===== src/rtl/mspe_dispatch.sv =====
// mspe_dispatch: steers each whole 512-bit Avalon-ST packet to one core's sink
// FIFO, chosen round-robin among cores that have room for a maximum-size packet.
// Optional per-core packet counters are built when MSPE_DISPATCH_STATS_EN is defined.
module mspe_dispatch #(
  parameter int CORES         = 4,
  parameter int PKT_MAX_BEATS = 16,
  parameter int SLACK         = 2,
  parameter int FREE_W        = 8
) (
  input  logic                      clk,
  input  logic                      reset,
  input  logic [511:0]              snk_data,
  input  logic                      snk_valid,
  input  logic                      snk_sop,
  input  logic                      snk_eop,
  output logic                      snk_ready,
  output logic [511:0]              dst_data,
  output logic [CORES-1:0]          dst_we,
  output logic                      dst_sop,
  output logic                      dst_eop,
  input  logic [CORES*FREE_W-1:0]   dst_free,
  output logic [3:0]                cur_core,
  output logic                      busy,
`ifdef MSPE_DISPATCH_STATS_EN
  output logic [CORES*32-1:0]       stat_pkts,
`endif
  output logic [15:0]               err_count
);

  localparam int PTR_W = $clog2(CORES);
  localparam int CNT_W = $clog2(PKT_MAX_BEATS + 1);
  localparam logic [FREE_W-1:0] NEED = FREE_W'(PKT_MAX_BEATS + SLACK);
  localparam logic [CORES-1:0]  ONE  = CORES'(1);

  typedef enum logic [1:0] {IDLE, BUSY, DROP} state_t;

  state_t           state;
  logic [PTR_W-1:0] rr_ptr;
  logic [CNT_W-1:0] beat_cnt;
  logic [CORES-1:0] eligible;
  logic             any_elig;
  logic             sel_found;
  logic [PTR_W-1:0] sel_core;
  logic [PTR_W-1:0] rr_next;
  logic [PTR_W:0]   scan_sum;
  logic             accept;
  logic             beat_last;
  logic             err_hit;

  // A core may take a new packet only if a full-length packet plus slack fits.
  genvar gi;
  generate
    for (gi = 0; gi < CORES; gi++) begin : g_elig
      assign eligible[gi] = dst_free[gi*FREE_W +: FREE_W] >= NEED;
    end
  endgenerate

  assign any_elig  = |eligible;
  assign accept    = snk_valid & snk_ready;
  assign beat_last = (beat_cnt == CNT_W'(PKT_MAX_BEATS - 1));
  assign busy      = (state != IDLE);

  // Round-robin scan: first eligible core starting at rr_ptr, wrapping mod CORES.
  always_comb begin
    sel_found = 1'b0;
    sel_core  = '0;
    scan_sum  = '0;
    for (int k = 0; k < CORES; k++) begin
      scan_sum = {1'b0, rr_ptr} + (PTR_W+1)'(k);
      if (scan_sum >= (PTR_W+1)'(CORES)) scan_sum = scan_sum - (PTR_W+1)'(CORES);
      if (!sel_found && eligible[scan_sum[PTR_W-1:0]]) begin
        sel_found = 1'b1;
        sel_core  = scan_sum[PTR_W-1:0];
      end
    end
    rr_next = (sel_core == PTR_W'(CORES - 1)) ? '0 : sel_core + 1'b1;
  end

  // Back-pressure only a packet start that has nowhere to go.
  always_comb begin
    snk_ready = 1'b1;
    if (state == IDLE) snk_ready = any_elig | ~snk_sop;
  end

  // Malformed-input events; a stray sop on the forced-eop beat counts once.
  always_comb begin
    err_hit = 1'b0;
    case (state)
      IDLE:    err_hit = accept & ~snk_sop;
      BUSY:    err_hit = accept & (snk_sop | (~snk_eop & beat_last));
      default: err_hit = 1'b0;
    endcase
  end

  // Dispatch FSM with registered beat outputs and saturating error counter.
  always_ff @(posedge clk or negedge reset) begin
    if (!reset) begin
      state     <= IDLE;
      rr_ptr    <= '0;
      beat_cnt  <= '0;
      cur_core  <= '0;
      dst_data  <= '0;
      dst_we    <= '0;
      dst_sop   <= 1'b0;
      dst_eop   <= 1'b0;
      err_count <= '0;
    end else begin
      dst_we  <= '0;
      dst_sop <= 1'b0;
      dst_eop <= 1'b0;
      if (err_hit && err_count != 16'hFFFF) err_count <= err_count + 16'd1;
      case (state)
        IDLE: begin
          if (accept && snk_sop && sel_found) begin
            dst_data <= snk_data;
            dst_we   <= ONE << sel_core;
            dst_sop  <= 1'b1;
            dst_eop  <= snk_eop;
            cur_core <= 4'(sel_core);
            rr_ptr   <= rr_next;
            beat_cnt <= CNT_W'(1);
            state    <= snk_eop ? IDLE : BUSY;
          end
        end
        BUSY: begin
          if (accept) begin
            dst_data <= snk_data;
            dst_we   <= ONE << cur_core;
            beat_cnt <= beat_cnt + 1'b1;
            if (snk_eop) begin
              dst_eop <= 1'b1;
              state   <= IDLE;
            end else if (beat_last) begin
              dst_eop <= 1'b1;
              state   <= DROP;
            end
          end
        end
        DROP: begin
          if (accept && snk_eop) state <= IDLE;
        end
        default: state <= IDLE;
      endcase
    end
  end

`ifdef MSPE_DISPATCH_STATS_EN
  // Per-core wrapping count of packets started on that core.
  generate
    for (gi = 0; gi < CORES; gi++) begin : g_stat
      logic [31:0] pkt_cnt;
      always_ff @(posedge clk or negedge reset) begin
        if (!reset) begin
          pkt_cnt <= '0;
        end else if (state == IDLE && accept && snk_sop && sel_found &&
                     sel_core == PTR_W'(gi)) begin
          pkt_cnt <= pkt_cnt + 32'd1;
        end
      end
      assign stat_pkts[gi*32 +: 32] = pkt_cnt;
    end
  endgenerate
`endif

endmodule

===== config.mk =====
export PLATFORM = sky130hd
export DESIGN_NAME = mspe_dispatch
export DESIGN_NICKNAME = d
export VERILOG_FILES = /design/src/rtl/mspe_dispatch.sv
export SDC_FILE = /design/constraint.sdc
export NUM_CORES = 1
export LEC_CHECK = 0
export ABC_CLOCK_PERIOD_IN_PS = 2400
export BUFFER_PORTS_ARGS = -buffer_cell sky130_fd_sc_hd__buf_2
export CAP_MARGIN = 20
export CORE_AREA = 2 2 425 427
export CTS_CLUSTER_SIZE = 20
export DETAILED_ROUTE_END_ITERATION = 8
export DIE_AREA = 0 0 427 429
export PLACE_DENSITY = 0.3
export SKIP_LAST_GASP = 1
export SYNTH_ARGS = -nofsm -noshare
export SYNTH_HDL_FRONTEND = slang
export SYNTH_SLANG_ARGS = --single-unit

===== constraint.sdc =====
create_clock -name clk -period 2.4 [get_ports clk]
set_input_delay 0.72 -clock clk [delete_from_list [all_inputs] [get_ports clk]]
set_output_delay 0.72 -clock clk [all_outputs]
set_load 0.01 [all_outputs]

==> out/metrics.csv, run 1 <==
metric,value,unit
clkTransAtPathRegs,0.06,ns
area_growth,63.1,%
clock_skew,0.0161,ns
ant_nets,0,
critPathMostFrequentCell,buf_6,
hold_path.class,in2reg,
core-area,178000,um^2
cts_tree,done,
grt_use_total,10.4,%
vias_per_cell,3.19,
die_w,427,um
gp_congestion,0.811,
finalMaxSlewViolations,0,
syn-cell-area,21000,um^2
drt_iter0_markers,477,
p_leak,16.2,nW
powerDensity,1010,nW/um^2
critPathCapture,dst_data[330]$_DFFE_PN0P_,
worstPathCellList,buf_6 -> or3_4 -> or2_4 -> buf_4 -> buf_6 -> o41a_1 -> o21ai_4 -> buf_12 -> buf_12 -> clkbuf_16 -> buf_6 -> clkbuf_16 -> mux2_2,
async_flop_share,100,%
synth-seq-cells,545,
setup_ws,-0.352,ns
rsz0062_at_grt,yes,
worst_setup_path_end_kind,flop,
place_inst,4708,
synth_mux_area_share,27.7,%
synth_top_family_by_area,multiplexers,
outcome,"finished, violations left",
worst_pin_slew,0.593,ns
fin_cells,4959,
ys_seq_area_share,64.9,%
h-tree-depth,3,
path_max_fanout,8,
cts-buffers-inserted,75,
reg2reg_from,state[0]$_DFFE_PN0P_,
ir_worst_vdd,0.436,mV
dp_hpwl,80.4,mm
relSlewSlack,60.5,%
r2r_cells,11,
rows,155,
root_buffer,clkbuf_16,
fin_crit,2.75,ns
cpPeakStageDelay,0.37,ns
vias,15797,
yosys.area_share.adder,0.417,%
violations,negative setup slack,
syn_inst,1254,
cp.required,2.95,ns
hold_viol_final,0,
grt_pass1_wl,133,mm
nets,3083,
grt_max_degree,93,
clock-sinks,545,
cp.arrival,3.31,ns
clk_latency,0.67,ns
first_pass_iters,4,
grt_pass1_vias,16051,
path_class,in2reg,
synth_edf_count,0,
fin_crit_sh,115,%
antenna_found_initial,48,
r2r-end,dst_data[58]$_DFFE_PN0P_,
clockBufferDepth,3,
synth_xor_area_share,0.625,%
p_total,0.0346,W
port_buffers,1082,
crit_start,dst_free[5],
ys_types,48,
synth_flop_cell,dfrtp_1,
maxCapViolCount,0,
start_util,11.8,%
grt_remaining_overflow,0,
synth_compound_area_share,1.04,%
drive_above_1_share,62.9,%
r2r_slack,0.13,ns
synth-simple-area-share,1.71,%
drc,0,
die_y,429,um
fmax,0.363,GHz
critPathLaunchType,input pin,
totalWireLength,108,mm
wire_per_inst,21.7,um
fp.dieArea,183000,um^2
postSynthAreaPerCell,16.8,um^2
setup_viol,515,
ys_warn_count,0,
ioPinCount,1089,
cp_slowest_cell,or3_4,
[final cells by class]
class | instances | area (um^2)
inverters | 4 | 15.0
well taps | 2355 | 2950
clock inverters | 20 | 324
flip-flops and latches | 545 | 13600
diodes | 17 | 42.5
clock buffers | 117 | 2180
fillers | 19640 | 144000
multi-input cells | 644 | 7060
repair buffers | 1257 | 8070
[layout by cell type, fill, tap and decap left out, types with 6 or more instances in the layout]
cell and count:
buf_16 10, nor2_1 8, buf_2 1078, clkbuf_8 15, nand3_1 10, nand2_1 17, buf_12 35, mux2_2 158
o21ai_0 6, ha_1 6, clkbuf_16 106, buf_6 20, clkbuf_1 27, clkinv_2 6, xnor2_1 11, nor3_1 6
dfrtp_1 545, mux2_1 270, diode_2 17, mux2_4 88, buf_4 72, buf_8 10
[Yosys cell counts (3+ instances only)]
library cell	number	area, um^2
nand4_1	3	18.8
a21oi_1	5	25.0
o21ai_0	6	30.0
nor2b_1	3	18.8
dfrtp_1	545	13600
buf_2	5	25.0
xnor2_1	11	96.3
and3_1	6	37.5
nand3_1	10	50.1
buf_12	3	60.1
nand2_1	19	71.3
mux2_2	167	1880
buf_8	30	450
buf_4	16	120
nor3_1	7	35.0
inv_1	4	15.0
mux2_1	349	3930
nand2b_1	3	18.8
nor2_1	8	30.0
and2_1	4	25.0
buf_6	6	67.6
xor2_1	4	35.0
o31ai_1	3	22.5
ha_1	7	87.6
[kinds of logic after synthesis]
| kind of cell | after synthesis |
|---|---|
| fa+ha+maj | 7 |
| compound gates | 31 |
| other cells | 1 |
| simple gates | 71 |
| flops | 545 |
| xor+xnor | 15 |
| buf+inv | 66 |
| mux | 518 |
[how the worst min path moves through the flow]
| stage | from | cells past startpoint | to |
|---|---|---|---|
| 6_report | snk_data[137] | 2 | dst_data[137]$_DFFE_PN0P_ |
| 5_1_grt | snk_data[41] | 2 | dst_data[41]$_DFFE_PN0P_ |
| 4_1_cts | snk_data[137] | 2 | dst_data[137]$_DFFE_PN0P_ |
| 3_5_place_dp | dst_data[105]$_DFFE_PN0P_ | 1 | dst_data[105]$_DFFE_PN0P_ |
| 3_3_place_gp | dst_data[42]$_DFFE_PN0P_ | 1 | dst_data[42]$_DFFE_PN0P_ |
| 2_1_floorplan | reset | 0 | beat_cnt[0]$_DFFE_PN0P_ |
[metal layers]
metal,vias up,global-route usage [%],routed length [um],share of wire (%)
met5,-,0.529,359,0.33
met4,38,2.89,2610,2.4
met3,184,3.94,8330,7.7
met2,633,18.2,53900,50
met1,7906,11.6,42400,39
li1,7036,-,-,-
[stage by stage]
step                      hold WS, ns  util (%)  setup TNS, ns  setup slack [ns]  cell area, um^2
after floorplan                 0.424         -        -157.83            -0.343            21100
after global placement          0.469      16.6        -364.42            -0.777            29600
after detailed placement        0.475      16.6        -364.00            -0.764            29600
after CTS                       0.133      18.1         -17.79            -0.281            32200
after global routing            0.160      19.2        -125.44            -0.340            34300
final                           0.245      19.3        -133.78            -0.352            34300
[state kept, by name, summed over array words and instances, names as in the netlist, 2 cells and up]
| name | count |
|---|---|
| rr_ptr | 2 |
| cur_core | 2 |
| beat_cnt | 5 |
| err_count | 16 |
| state | 2 |
| dst_we | 4 |
| dst_data | 512 |
[what timing repair did]
action | CTS | global route
cloned | 0 | 52
pin swaps | 4 | 3
hold endpoints to repair | 18 | 0
gates resized for setup | 12 | 140
endpoints found under the setup margin | 2 | 509
hold buffers | 1 | 0
setup buffers | 3 | 42
[critical path, delay by kind of cell]
kind / cells / cell delay (ns)
buf+inv: 8 / 1.07
simple gates: 2 / 0.62
mux: 1 / 0.33
compound gates: 2 / 0.55
[power by group]
group / internal (W) / switching (W)
Combinational: 0.00490 / 0.00512
Clock: 0.00667 / 0.00469
Sequential: 0.0117 / 0.00153
(Power assumes the default switching activity.)
==> run 2: changes to the inputs <==
==> constraint.sdc (replaced) <==
create_clock -name clk -period 2.4 [get_ports clk]
set_input_delay 0.72 -clock clk [delete_from_list [all_inputs] [get_ports clk]]
set_output_delay 0.72 -clock clk [all_outputs]
set_load 0.05 [all_outputs]
==> out/metrics.csv, run 2 (synthesis gave the netlist of run 1 again) <==
metric,value,unit
maxCapViolCount,0,
dp_hpwl,83.3,mm
clk_latency,0.71,ns
cts-buffers-inserted,77,
largest_reg_flops,512,
port_buffers,1082,
setup_ws,-0.306,ns
rsz0062_at_grt,yes,
core-area,178000,um^2
min-delay-start,snk_data[180],
drc,0,
grt_max_degree,65,
layout_common_cells,"1076 x buf_2, 545 x dfrtp_1, 333 x mux2_4, 118 x clkbuf_16, 115 x mux2_1",
drt_iter0_markers,634,
place_inst,4722,
setup_tns,-80.91,ns
setup_viol,493,
h-tree-depth,3,
die_y,429,um
violations,negative setup slack,
r2r_cells,9,
fin_cells,4982,
stdcell_area,36000,um^2
path_max_fanout,6,
r2r_slack,0.04,ns
grt_remaining_overflow,0,
clkTransAtPathRegs,0.06,ns
finalMaxSlewViolations,0,
nets,3116,
fmax,0.370,GHz
outcome,"finished, violations left",
clock_skew,0.0538,ns
clockBufferDepth,3,
totalWireLength,115,mm
hold_viol_final,0,
path_class,in2reg,
root_buffer,clkbuf_16,
grt_use_total,10.8,%
powerDensity,1220,nW/um^2
clock-sinks,545,
fillers,19468,
vias_per_cell,3.26,
die_w,427,um
vias,16222,
fp.dieArea,183000,um^2
cp.arrival,3.27,ns
fin_crit,2.71,ns
largest_register,dst_data,
hold_path.class,in2reg,
critPathLaunchType,input pin,
grt_pass1_vias,16462,
rows,155,
min_path_cells,2,
grt_pass1_wl,139,mm
p_total,0.0440,W
place_ws,-0.776,ns
layout.cells.most_common,buf_2,
reg2reg_from,state[0]$_DFFE_PN0P_,
cts_tree,done,
hold_path_end,dst_data[180]$_DFFE_PN0P_,
wire_per_inst,23.1,um
ioPinCount,1089,
ir_worst_vdd,0.684,mV
place_area,29700,um^2
cp.required,2.96,ns
relSlewSlack,59.2,%
gp_congestion,0.796,
ant_nets,0,
p_leak,17.9,nW
fin_crit_sh,113,%
first_pass_iters,4,
antenna_found_initial,41,
start_util,11.8,%
worst_pin_slew,0.610,ns
r2r-end,dst_data[22]$_DFFE_PN0P_,
area_growth,71.5,%
drive_above_1_share,69.7,%
reg.largest.list,"dst_data: 512 flops, err_count: 16 flops, beat_cnt: 5 flops",
worst_setup_path_end_kind,flop,
run 2: cell count changes in the layout (fill, tap and decap cells not counted), sizes merged:
cell | before | now
buf | 1225 | 1246
bufinv | 3 | 4
clkbuf | 148 | 151
clkinv | 13 | 19
clkinvlp | 3 | 1
diode | 17 | 8
inv | 5 | 8
run 2: critical path: stages:
cell	delay (ns)
buf_6	0.09
or3_4	0.38
or2_4	0.26
buf_6	0.12
o41a_1	0.36
o21ai_4	0.21
buf_12	0.17
buf_12	0.14
clkbuf_16	0.21
buf_12	0.12
clkbuf_16	0.13
mux2_1	0.32
run 2: power by group:
group | internal (W) | total (W) | switching (W)
clock network | 0.00681 | 0.0117 | 0.00485
registers | 0.0117 | 0.0132 | 0.00157
logic | 0.00603 | 0.0191 | 0.0131
run 2: cell type report:
cell class                      instances  area, um^2  area share, %
Multi-Input combinational cell        644        8020           22.2
Clock inverter                         28         362           1.00
Clock buffer                          110        2180           6.05
Sequential cell                       545       13600           37.8
Tap cell                             2355        2950           8.18
Antenna cell                            8        20.0         0.0556
Timing Repair Buffer                 1288        8860           24.6
Inverter                                4        15.0         0.0417
run 2: how the worst max path moves through the flow:
stage                                      to  depth (start not counted)         start  slack (ns)
finish               dst_data[22]$_DFFE_PN0P_                         12   dst_free[5]       -0.31
global route                        snk_ready                          8  dst_free[27]       -0.31
CTS                                 snk_ready                          7   dst_free[5]       -0.27
detailed placement  dst_data[133]$_DFFE_PN0P_                          8   dst_free[7]       -0.78
global placement    dst_data[165]$_DFFE_PN0P_                          8   dst_free[7]       -0.78
floorplan             dst_data[0]$_DFFE_PN0P_                          8   dst_free[7]       -0.34
run 2: per-layer routing:
layer	global-route usage, %	up-vias	share of wire, %
li1	-	7105	-
met1	12.6	8360	42
met2	18.9	561	49
met3	3.46	152	6.8
met4	3.12	44	1.7
met5	0	-	0.25
run 2: repair_timing:
action	4_1_cts	5_1_grt
gates cloned	0	60
pin swaps	7	5
endpoints found under the hold margin	17	0
setup endpoints to repair	2	514
resized for setup	18	462
hold buffers	1	0
buffers inserted	8	48
run 2: metrics by stage:
stage	util (%)	hold WS, ns
detailed placement	16.7	0.475
global route	20.2	0.156
global placement	16.7	0.468
floorplan	-	0.424
finish	20.2	0.221
CTS	18.2	0.115
